$ cat config.mk
export PLATFORM = sky130hd
export DESIGN_NAME = mem_port_arbiter
export DESIGN_NICKNAME = d
export VERILOG_FILES = /design/src/rtl/mem_arb_pkg.sv /design/src/rtl/rr_pick2.sv /design/src/rtl/mem_port_arbiter.sv
export SDC_FILE = /design/constraint.sdc
export NUM_CORES = 1
export LEC_CHECK = 0
export BUFFER_PORTS_ARGS = -buffer_cell sky130_fd_sc_hd__buf_2
export CAP_MARGIN = 20
export CORE_AREA = 4 4 108 110
export CTS_BUF_LIST = sky130_fd_sc_hd__clkbuf_8
export DETAILED_ROUTE_END_ITERATION = 10
export DIE_AREA = 0 0 112 114
export GPL_TIMING_DRIVEN = 0
export PLACE_DENSITY = 0.87
export SYNTH_ARGS = -nofsm -noshare
export SYNTH_HDL_FRONTEND = slang
export SYNTH_HIERARCHICAL = 1
export SYNTH_SLANG_ARGS = --single-unit
$ cat constraint.sdc
create_clock -name clk_i -period 1.9 [get_ports clk_i]
set_input_delay 0.095 -clock clk_i [delete_from_list [all_inputs] [get_ports clk_i]]
set_output_delay 0.095 -clock clk_i [all_outputs]
set_load 0.03 [all_outputs]
$ cat src/rtl/mem_arb_pkg.sv
// mem_arb_pkg: shared types and constants for the main-memory port arbiter.
//   arb_state_t         - arbiter FSM states (IDLE, BUSY, RESP)
//   owner_t             - which requester owns the current transaction
//   ARB_TIMEOUT_DEFAULT - default ack wait limit, used only when the design
//                         is built with ARB_TIMEOUT_EN defined
package mem_arb_pkg;

  typedef enum logic [1:0] {
    IDLE = 2'd0,
    BUSY = 2'd1,
    RESP = 2'd2
  } arb_state_t;

  typedef enum logic {
    OWN_DATA  = 1'b0,
    OWN_INSTR = 1'b1
  } owner_t;

  localparam int ARB_TIMEOUT_DEFAULT = 16;

endpackage

$ cat src/rtl/rr_pick2.sv
// rr_pick2: combinational two-way round-robin chooser.
//   d_req      in  data side is requesting
//   i_req      in  fetch side is requesting
//   last_grant in  side that won the previous grant
//   winner     out side to grant; only meaningful while d_req or i_req is high
// On a tie the side that did not win last time is picked, so neither side
// can starve the other.
module rr_pick2
  import mem_arb_pkg::*;
(
  input  logic   d_req,
  input  logic   i_req,
  input  owner_t last_grant,
  output owner_t winner
);

  // Pick a winner: lone requester wins, ties go to the side not granted last.
  always_comb begin
    winner = OWN_DATA;
    if (d_req && i_req) begin
      if (last_grant == OWN_DATA) begin
        winner = OWN_INSTR;
      end else begin
        winner = OWN_DATA;
      end
    end else if (i_req) begin
      winner = OWN_INSTR;
    end else begin
      winner = OWN_DATA;
    end
  end

endmodule

$ cat src/rtl/mem_port_arbiter.sv
// mem_port_arbiter: shares the single main-memory port between the data
// cacheline (loads/stores, byte ops) and the instruction-fetch path (word
// reads). A granted request is held on the mem_* bus until mem_ack_i, the
// read data is registered, and the owner gets a one-cycle done pulse.
//
// Ports
//   clk_i, rst_i                 clock, synchronous active-high reset
//   d_req_i .. d_write_data_i    data side request, held until d_done_o
//   d_read_data_o, d_done_o      data side result / completion pulse
//   i_req_i, i_address_i         fetch request, held until i_done_o
//   i_read_data_o, i_done_o      fetch result / completion pulse
//   mem_req_o .. mem_byte_op_o   memory request bus, non-zero only in BUSY
//   mem_ack_i, mem_read_data_i   memory completion and read data
//   err_o                        timeout flag, pulses together with done
//
// Build option: define ARB_TIMEOUT_EN to abort a transaction after TIMEOUT
// BUSY cycles without ack (done with zero data and err_o). Without it, BUSY
// waits indefinitely and err_o is tied low.
module mem_port_arbiter
  import mem_arb_pkg::*;
#(
  parameter int WIDTH   = 32,
  parameter int TIMEOUT = ARB_TIMEOUT_DEFAULT
) (
  input  logic             clk_i,
  input  logic             rst_i,
  input  logic             d_req_i,
  input  logic             d_write_enable_i,
  input  logic             d_byte_op_i,
  input  logic [WIDTH-1:0] d_address_i,
  input  logic [WIDTH-1:0] d_write_data_i,
  output logic [WIDTH-1:0] d_read_data_o,
  output logic             d_done_o,
  input  logic             i_req_i,
  input  logic [WIDTH-1:0] i_address_i,
  output logic [WIDTH-1:0] i_read_data_o,
  output logic             i_done_o,
  output logic             mem_req_o,
  output logic [WIDTH-1:0] mem_address_o,
  output logic [WIDTH-1:0] mem_write_data_o,
  output logic             mem_write_enable_o,
  output logic             mem_byte_op_o,
  input  logic             mem_ack_i,
  input  logic [WIDTH-1:0] mem_read_data_i,
  output logic             err_o
);

  arb_state_t       state_r, state_s;
  owner_t           owner_r, owner_s;
  owner_t           last_grant_r, last_grant_s;
  owner_t           winner_s;
  logic [WIDTH-1:0] addr_r, addr_s;
  logic [WIDTH-1:0] wdata_r, wdata_s;
  logic             we_r, we_s;
  logic             byte_op_r, byte_op_s;
  logic [WIDTH-1:0] rdata_r, rdata_s;
  logic             err_r, err_s;
  logic             busy_s;
  logic             resp_s;

`ifdef ARB_TIMEOUT_EN
  localparam int CNT_W = (TIMEOUT > 2) ? $clog2(TIMEOUT) : 1;
  localparam logic [CNT_W-1:0] CNT_LAST = CNT_W'(TIMEOUT - 1);
  logic [CNT_W-1:0] cnt_r, cnt_s;
`else
  // TIMEOUT only sizes the wait counter, which this build does not have.
  logic timeout_unused_s;
  assign timeout_unused_s = (TIMEOUT > 0);
`endif

  rr_pick2 u_pick (
    .d_req      (d_req_i),
    .i_req      (i_req_i),
    .last_grant (last_grant_r),
    .winner     (winner_s)
  );

  // State and transaction latches; reset wins over any pending ack.
  always_ff @(posedge clk_i) begin
    if (rst_i) begin
      state_r      <= IDLE;
      owner_r      <= OWN_DATA;
      last_grant_r <= OWN_INSTR;
      addr_r       <= '0;
      wdata_r      <= '0;
      we_r         <= 1'b0;
      byte_op_r    <= 1'b0;
      rdata_r      <= '0;
      err_r        <= 1'b0;
`ifdef ARB_TIMEOUT_EN
      cnt_r        <= '0;
`endif
    end else begin
      state_r      <= state_s;
      owner_r      <= owner_s;
      last_grant_r <= last_grant_s;
      addr_r       <= addr_s;
      wdata_r      <= wdata_s;
      we_r         <= we_s;
      byte_op_r    <= byte_op_s;
      rdata_r      <= rdata_s;
      err_r        <= err_s;
`ifdef ARB_TIMEOUT_EN
      cnt_r        <= cnt_s;
`endif
    end
  end

  // Next-state logic: grant in IDLE, wait for ack in BUSY, one RESP cycle.
  always_comb begin
    state_s      = state_r;
    owner_s      = owner_r;
    last_grant_s = last_grant_r;
    addr_s       = addr_r;
    wdata_s      = wdata_r;
    we_s         = we_r;
    byte_op_s    = byte_op_r;
    rdata_s      = rdata_r;
    err_s        = err_r;
`ifdef ARB_TIMEOUT_EN
    cnt_s        = cnt_r;
`endif
    case (state_r)
      IDLE: begin
        if (d_req_i || i_req_i) begin
          state_s      = BUSY;
          owner_s      = winner_s;
          last_grant_s = winner_s;
          rdata_s      = '0;
          err_s        = 1'b0;
`ifdef ARB_TIMEOUT_EN
          cnt_s        = '0;
`endif
          if (winner_s == OWN_DATA) begin
            addr_s    = d_address_i;
            wdata_s   = d_write_data_i;
            we_s      = d_write_enable_i;
            byte_op_s = d_byte_op_i;
          end else begin
            // Fetches are plain word reads.
            addr_s    = i_address_i;
            wdata_s   = '0;
            we_s      = 1'b0;
            byte_op_s = 1'b0;
          end
        end else begin
          state_s = IDLE;
        end
      end
      BUSY: begin
        if (mem_ack_i) begin
          // Stores return zero rather than whatever the bus carries.
          rdata_s = we_r ? '0 : mem_read_data_i;
          state_s = RESP;
`ifdef ARB_TIMEOUT_EN
        end else if (cnt_r == CNT_LAST) begin
          // An ack in this same cycle is taken by the branch above instead.
          rdata_s = '0;
          err_s   = 1'b1;
          state_s = RESP;
        end else begin
          cnt_s   = cnt_r + CNT_W'(1);
          state_s = BUSY;
`else
        end else begin
          state_s = BUSY;
`endif
        end
      end
      RESP: begin
        state_s = IDLE;
      end
      default: begin
        state_s = IDLE;
      end
    endcase
  end

  assign busy_s = (state_r == BUSY);
  assign resp_s = (state_r == RESP);

  assign mem_req_o          = busy_s;
  assign mem_address_o      = busy_s ? addr_r  : '0;
  assign mem_write_data_o   = busy_s ? wdata_r : '0;
  assign mem_write_enable_o = busy_s & we_r;
  assign mem_byte_op_o      = busy_s & byte_op_r;

  assign d_done_o      = resp_s & (owner_r == OWN_DATA);
  assign i_done_o      = resp_s & (owner_r == OWN_INSTR);
  assign d_read_data_o = d_done_o ? rdata_r : '0;
  assign i_read_data_o = i_done_o ? rdata_r : '0;

`ifdef ARB_TIMEOUT_EN
  assign err_o = resp_s & err_r;
`else
  assign err_o = 1'b0;
`endif

endmodule

# [Word level (Yosys, flattened, before mapping)]
# Cells that the tools add are included.
[classes] n_eq_ne=4 muxes=18 n_bitwise=5 n_reduce_logical=6
[ops] op="$mux 32" count=9
[ops] op="$pmux 32 s2" count=1
[ops] op="$mux 1" count=6
[ops] op="$and 1x1->1" count=4
[ops] op="$ne 2x2->1 const B" count=2
[ops] op="$pmux 2 s2" count=1
[ops] op="$reduce_and 3->1" count=1
[ops] op="$eq 2x1->1 const B" count=1
[ops] op="$eq 2x2->1 const B" count=1
[ops] op="$logic_not 2->1" count=1
[ops] op="$mux 2" count=1
[ops] op="$reduce_and 2->1" count=1
[ops] op="$reduce_bool 2->1" count=1
[ops] op="$logic_and 1x1->1" count=1
[ops] op="$logic_or 1x1->1" count=1
[ops] op="$not 1->1" count=1
[word_totals] reg_bits=102 input_bits=135 out_inout_bits=134 elab_cells=41

# [Logic depth before layout (Yosys ltp)]
[depth] ltp_word=3 depth_mapped=6 ltp_nobuf=3

# [Cells and area by module]
# The synthesis kept the hierarchy.
[by_module_without_submodules] mod="mem_port_arbiter" n_inst=1 cells_each=608 area_each_um2=5363.9 seq_area_each_um2=2042.0
[by_module_without_submodules] mod="rr_pick2" n_inst=1 cells_each=1 area_each_um2=11.3 seq_area_each_um2=0.0

# [Least setup slack after synthesis]
# No wires, ideal clock.
[synth_timing] path_kind="reg2out" startpoint="register state_r[0]" endpoint="output mem_write_data_o[22]" arrival_time_ns=1.521 required_ns=1.805 setup_slack_ns=0.284 path_stages_with_launch=4 n_path_buf=1 path_cell_list="dfxtp_1 > nor2b_1 > clkbuf_1 > and2_1"
[synth_via] elab_chain_cells=2
[synth_rtl] item="start, declared" line="mem_port_arbiter.sv:48" rtl="arb_state_t state_r, state_s;"
[synth_rtl] item="start signal, assigned" line="mem_port_arbiter.sv:94" rtl="state_r <= state_s;"
[synth_rtl] item="$eq 2x1->1" line="mem_port_arbiter.sv:179" rtl="assign busy_s = (state_r == BUSY);"
[synth_rtl] item="named net mem_req_o" line="mem_port_arbiter.sv:38" rtl="output logic mem_req_o,"
[synth_rtl] item="$mux 32" line="mem_port_arbiter.sv:184" rtl="assign mem_write_data_o = busy_s ? wdata_r : '0;"
[synth_rtl] item="end, declared" line="mem_port_arbiter.sv:40" rtl="output logic [WIDTH-1:0] mem_write_data_o,"
# The timed path passes the listed nets, and every way through them passes these cells.

# [Worst setup path in the final report]
[layout_timing] startpoint="register state_r[1]" endpoint="output d_read_data_o[30]"
[layout_via] elab_chain_cells=3
[layout_rtl] item="$eq 2x2->1" line="mem_port_arbiter.sv:180" rtl="assign resp_s = (state_r == RESP);"
[layout_rtl] item="$and 1x1->1" line="mem_port_arbiter.sv:188" rtl="assign d_done_o = resp_s & (owner_r == OWN_DATA);"
[layout_rtl] item="$mux 32" line="mem_port_arbiter.sv:190" rtl="assign d_read_data_o = d_done_o ? rdata_r : '0;"
[layout_rtl] item="end, declared" line="mem_port_arbiter.sv:32" rtl="output logic [WIDTH-1:0] d_read_data_o,"
# No other way between the ends.

==> results.tsv <==
stage	metric	value	unit
outcome	status	complete, no violations	
layout	Fillers	818	
synth	main combinational cell family by area after synthesis	simple AND/OR/NAND/NOR gates	
cts	Max clock buf depth	2	
global_route	GRT Util Overall	26.8	%
floorplan	std cell rows	38	
pwr	switching power	1.62	mW
synth	Async S/R FF share, synth	0	%
setup_path	Reg-to-Reg End	addr_r[26]	
floorplan	full die area	12800	um2
setup_path	Critical Path RT	1800	ps
placement	HPWL after DPL	12200	um
pwr	Tot Pwr	5.04	mW
setup_path	Critical Path Start Type	register	
floorplan	height of the chip	114	um
setup_path	worst reg2reg setup slack	240	ps
worst_hold_path	Hold Path End	state_r[1]	
layout	share of cells above drive strength 1	39.0	%
setup_path	cell breakdown of the critical path	nor3b_4, buf_2, and2_1, buf_2	
sta	Final setup viols	0	
placement	worst slack, placed	-117	ps
sta	clock skew	15.6	ps
setup_path	Worst Setup Path Type	reg -> out	
floorplan	Core Region	10700	um2
drt	drc violations	0	
synth	Avg Cell Area, Syn	8.83	um2
global_route	vias in the first global route	5770	
global_route	gr ovfl total	0	
layout	Final nets	1088	
drt	final wirelength	17800	um
sta	Tcrit/Tclk final	95.8	%
worst_hold_path	Hold Startpoint	mem_ack_i	
cts	TritonCTS Sinks	102	
floorplan	# IOs	269	
synth	Post-Synth Adder-Cell Area	0	%
sta	RSZ-0062 raised after global routing	yes	
sta	Final min period	1820	ps
pwr	clock power share	25.0	%
global_route	first-pass GRT wire length	28300	um
sta	fmax	549	MHz
sta	final worst slack	79.5	ps
cts	Clock transition at path regs	90	ps
worst_hold_path	worst min path class	in -> reg	
drt	Via-to-Cell Ratio	5.11	
drt	Avg WL per Cell	16.2	um
drt	Final ANT Viol Nets	0	
setup_path	reg2reg path depth	5	
cts	H-tree levels	3	
layout	synth-to-layout area growth	44.6	%
synth	synthesized cell area	5380	um2
global_route	largest net degree at the start of global routing	17	
synth	Synth Area in Simple Gates	26.8	%
synth	Cells after Synth	609	
placement	number of port buffers	267	
drt	DR iter-0 viols	411	
setup_path	crit-path max cell delay	420	ps
synth	syn nets	744	
synth	compound-cell area share of the yosys netlist	17.2	%
setup_path	RR Startpoint	last_grant_r	
synth	#FFs+latches synth	102	
cts	CTS Buf Count	9	
synth	top_reg_cell synth	dfxtp_1	
pwr	PwrDens	649	nW/um2
setup_path	Worst setup EP type	output pin	
pwr	Max IR drop VDD	0.388	mV
sta	Pins Over Slew Limit	0	
sta	final hold violation count	0	
run	max cap viols	0	
synth	EDFF count, synth	0	
synth	XOR/XNOR share of the synthesized area	0	%
synth	YS warnings	6	
setup_path	Worst path most repeated cell	buf_2	
pwr	Sequential Power Share	47.8	%
worst_hold_path	Hold Path Depth	2	
placement	GPL Wtd Cong	0.849	
global_route	initial antenna violation count	1	
pwr	P_int	3.43	mW
cts	Clk Latency, worst-skew pair	360	ps
cts	root buf cell	clkbuf_8	
pwr	LEAKAGE	3.79	nW
pwr	Sw Share	32.0	%
setup_path	CP arrival	1730	ps
drt	TritonRoute pass-1 iters	5	
synth	post-synthesis mux area share	11.9	%
synth	sequential element share of the synthesized area	38.0	%
synth	unique cell type count in the Yosys netlist	29	
drt	vias	5611	
cts	CTS tree	built	
floorplan	Die Width	112	um
setup_path	worst-path fanout max	10	
floorplan	Initial Utilization	50.2	%
pwr	Logic pwr share	27.2	%
setup_path	critical path's slowest cell	dfxtp_4	
[cells in the mapped netlist (2+ instances only)]
cell type / count / share of area, %
clkbuf_1: 25 / 1.7
and3b_1: 2 / 0.33
nand2_1: 33 / 2.3
nand3_1: 35 / 3.3
a211oi_2: 6 / 1.4
o21ai_1: 34 / 3.2
buf_4: 3 / 0.42
buf_6: 7 / 1.5
nor2b_1: 2 / 0.23
dfxtp_1: 102 / 38
nand2b_1: 33 / 3.8
nor2_2: 2 / 0.23
or2_1: 2 / 0.23
buf_2: 25 / 2.3
and2_1: 130 / 15
a21oi_1: 38 / 3.5
a21oi_2: 30 / 4.9
mux2i_1: 64 / 12
a211oi_1: 26 / 3.6
[cells by family after synthesis]
logic type	count (synthesis)
simple gates	244
compound gates	138
flops	102
mux	64
buf+inv	60
other cells	1
[per-layer routing]
metal	wire, um	vias up	global-route usage (%)
met2	9060	245	49.2
met4	453	0	7.85
met5	0	-	0
met1	7080	2574	31.5
li1	-	2753	-
met3	1200	39	5.46
[cells in the final DEF (no fill, tap or decap), types with 2 or more instances in the layout]
cell           netlist  routed
buf_2               25     287
and2_1             130     130
dfxtp_1            102     100
mux2i_1             64      64
dlygate4sd3_1        0      64
a21oi_1             38      38
nand3_1             35      35
o21ai_1             34      34
nand2b_1            33      33
nand2_1             33      33
a21oi_2             30      30
a211oi_1            26      26
clkbuf_1            25      17
clkbuf_8             0      10
buf_4                3       8
buf_6                7       8
a211oi_2             6       6
clkbuf_2             0       5
clkbuf_4             0       4
nor2_2               2       2
or2_1                2       2
clkinvlp_4           0       2
dfxtp_4              0       2
[flip-flops by register name, summed over array words and instances, names as in the netlist]
signal and count:
byte_op_r 1, rdata_r 32, state_r 2, owner_r 1
last_grant_r 1, wdata_r 32, addr_r 32, we_r 1
[repair_timing]
item	CTS	global route
cloned	0	0
endpoints found under the hold margin	64	0
buffers inserted	0	2
pin swaps	0	0
resized for setup	15	17
endpoints found under the setup margin	126	85
hold buffers	64	0
[critical path, delay by kind of cell (launching register included)]
family,cells,cell delay [ps]
buffers and inverters,2,450
and+or+nand+nor,2,490
DFF,1,420
[stage by stage]
stage / cell area, um2 / setup TNS, ps / hold slack, ps / std cells / utilization (%)
after floorplan: 5380 / 0 / 237 / 609 / -
after global placement: 6890 / -1940 / 344 / 1016 / 64.4
after detailed placement: 6890 / -2000 / 349 / 1016 / 64.4
after CTS: 7730 / 0 / 4.85 / 1095 / 72.3
after global routing: 7770 / -21.3 / 10.6 / 1098 / 72.7
final: 7770 / 0 / 20.7 / 1098 / 72.7
[power groups by stage]
stage	logic, mW	registers, mW	clock network (mW)
global route	1.49	2.43	1.39
finish	1.37	2.41	1.26
CTS	1.35	2.40	1.28
detailed placement	1.23	2.45	0
floorplan	0.858	2.42	0
global placement	1.21	2.44	0
[how the worst max path moves through the flow]
| stage | slack, ps | endpoint | startpoint | cells past startpoint |
|---|---|---|---|---|
| floorplan | 280 | mem_write_data_o[22] | state_r[0] | 3 |
| global route | -9 | mem_write_data_o[15] | state_r[0] | 5 |
| detailed placement | -120 | mem_write_data_o[19] | state_r[0] | 5 |
| CTS | 10 | mem_write_data_o[19] | state_r[0] | 5 |
| finish | 80 | d_read_data_o[30] | state_r[1] | 4 |
| global placement | -120 | mem_write_data_o[19] | state_r[0] | 5 |
[cell type report]
class	instances	area, um2	area share, %
Timing Repair Buffer	333	2000	25.7
Tap cell	140	175	2.25
Multi-Input combinational cell	447	3030	38.9
Clock buffer	10	138	1.77
Clock inverter	5	36.3	0.467
Buffer	60	349	4.49
Sequential cell	102	2050	26.4
Antenna cell	1	2.50	0.0322
Power figures use the tool's default switching activity.
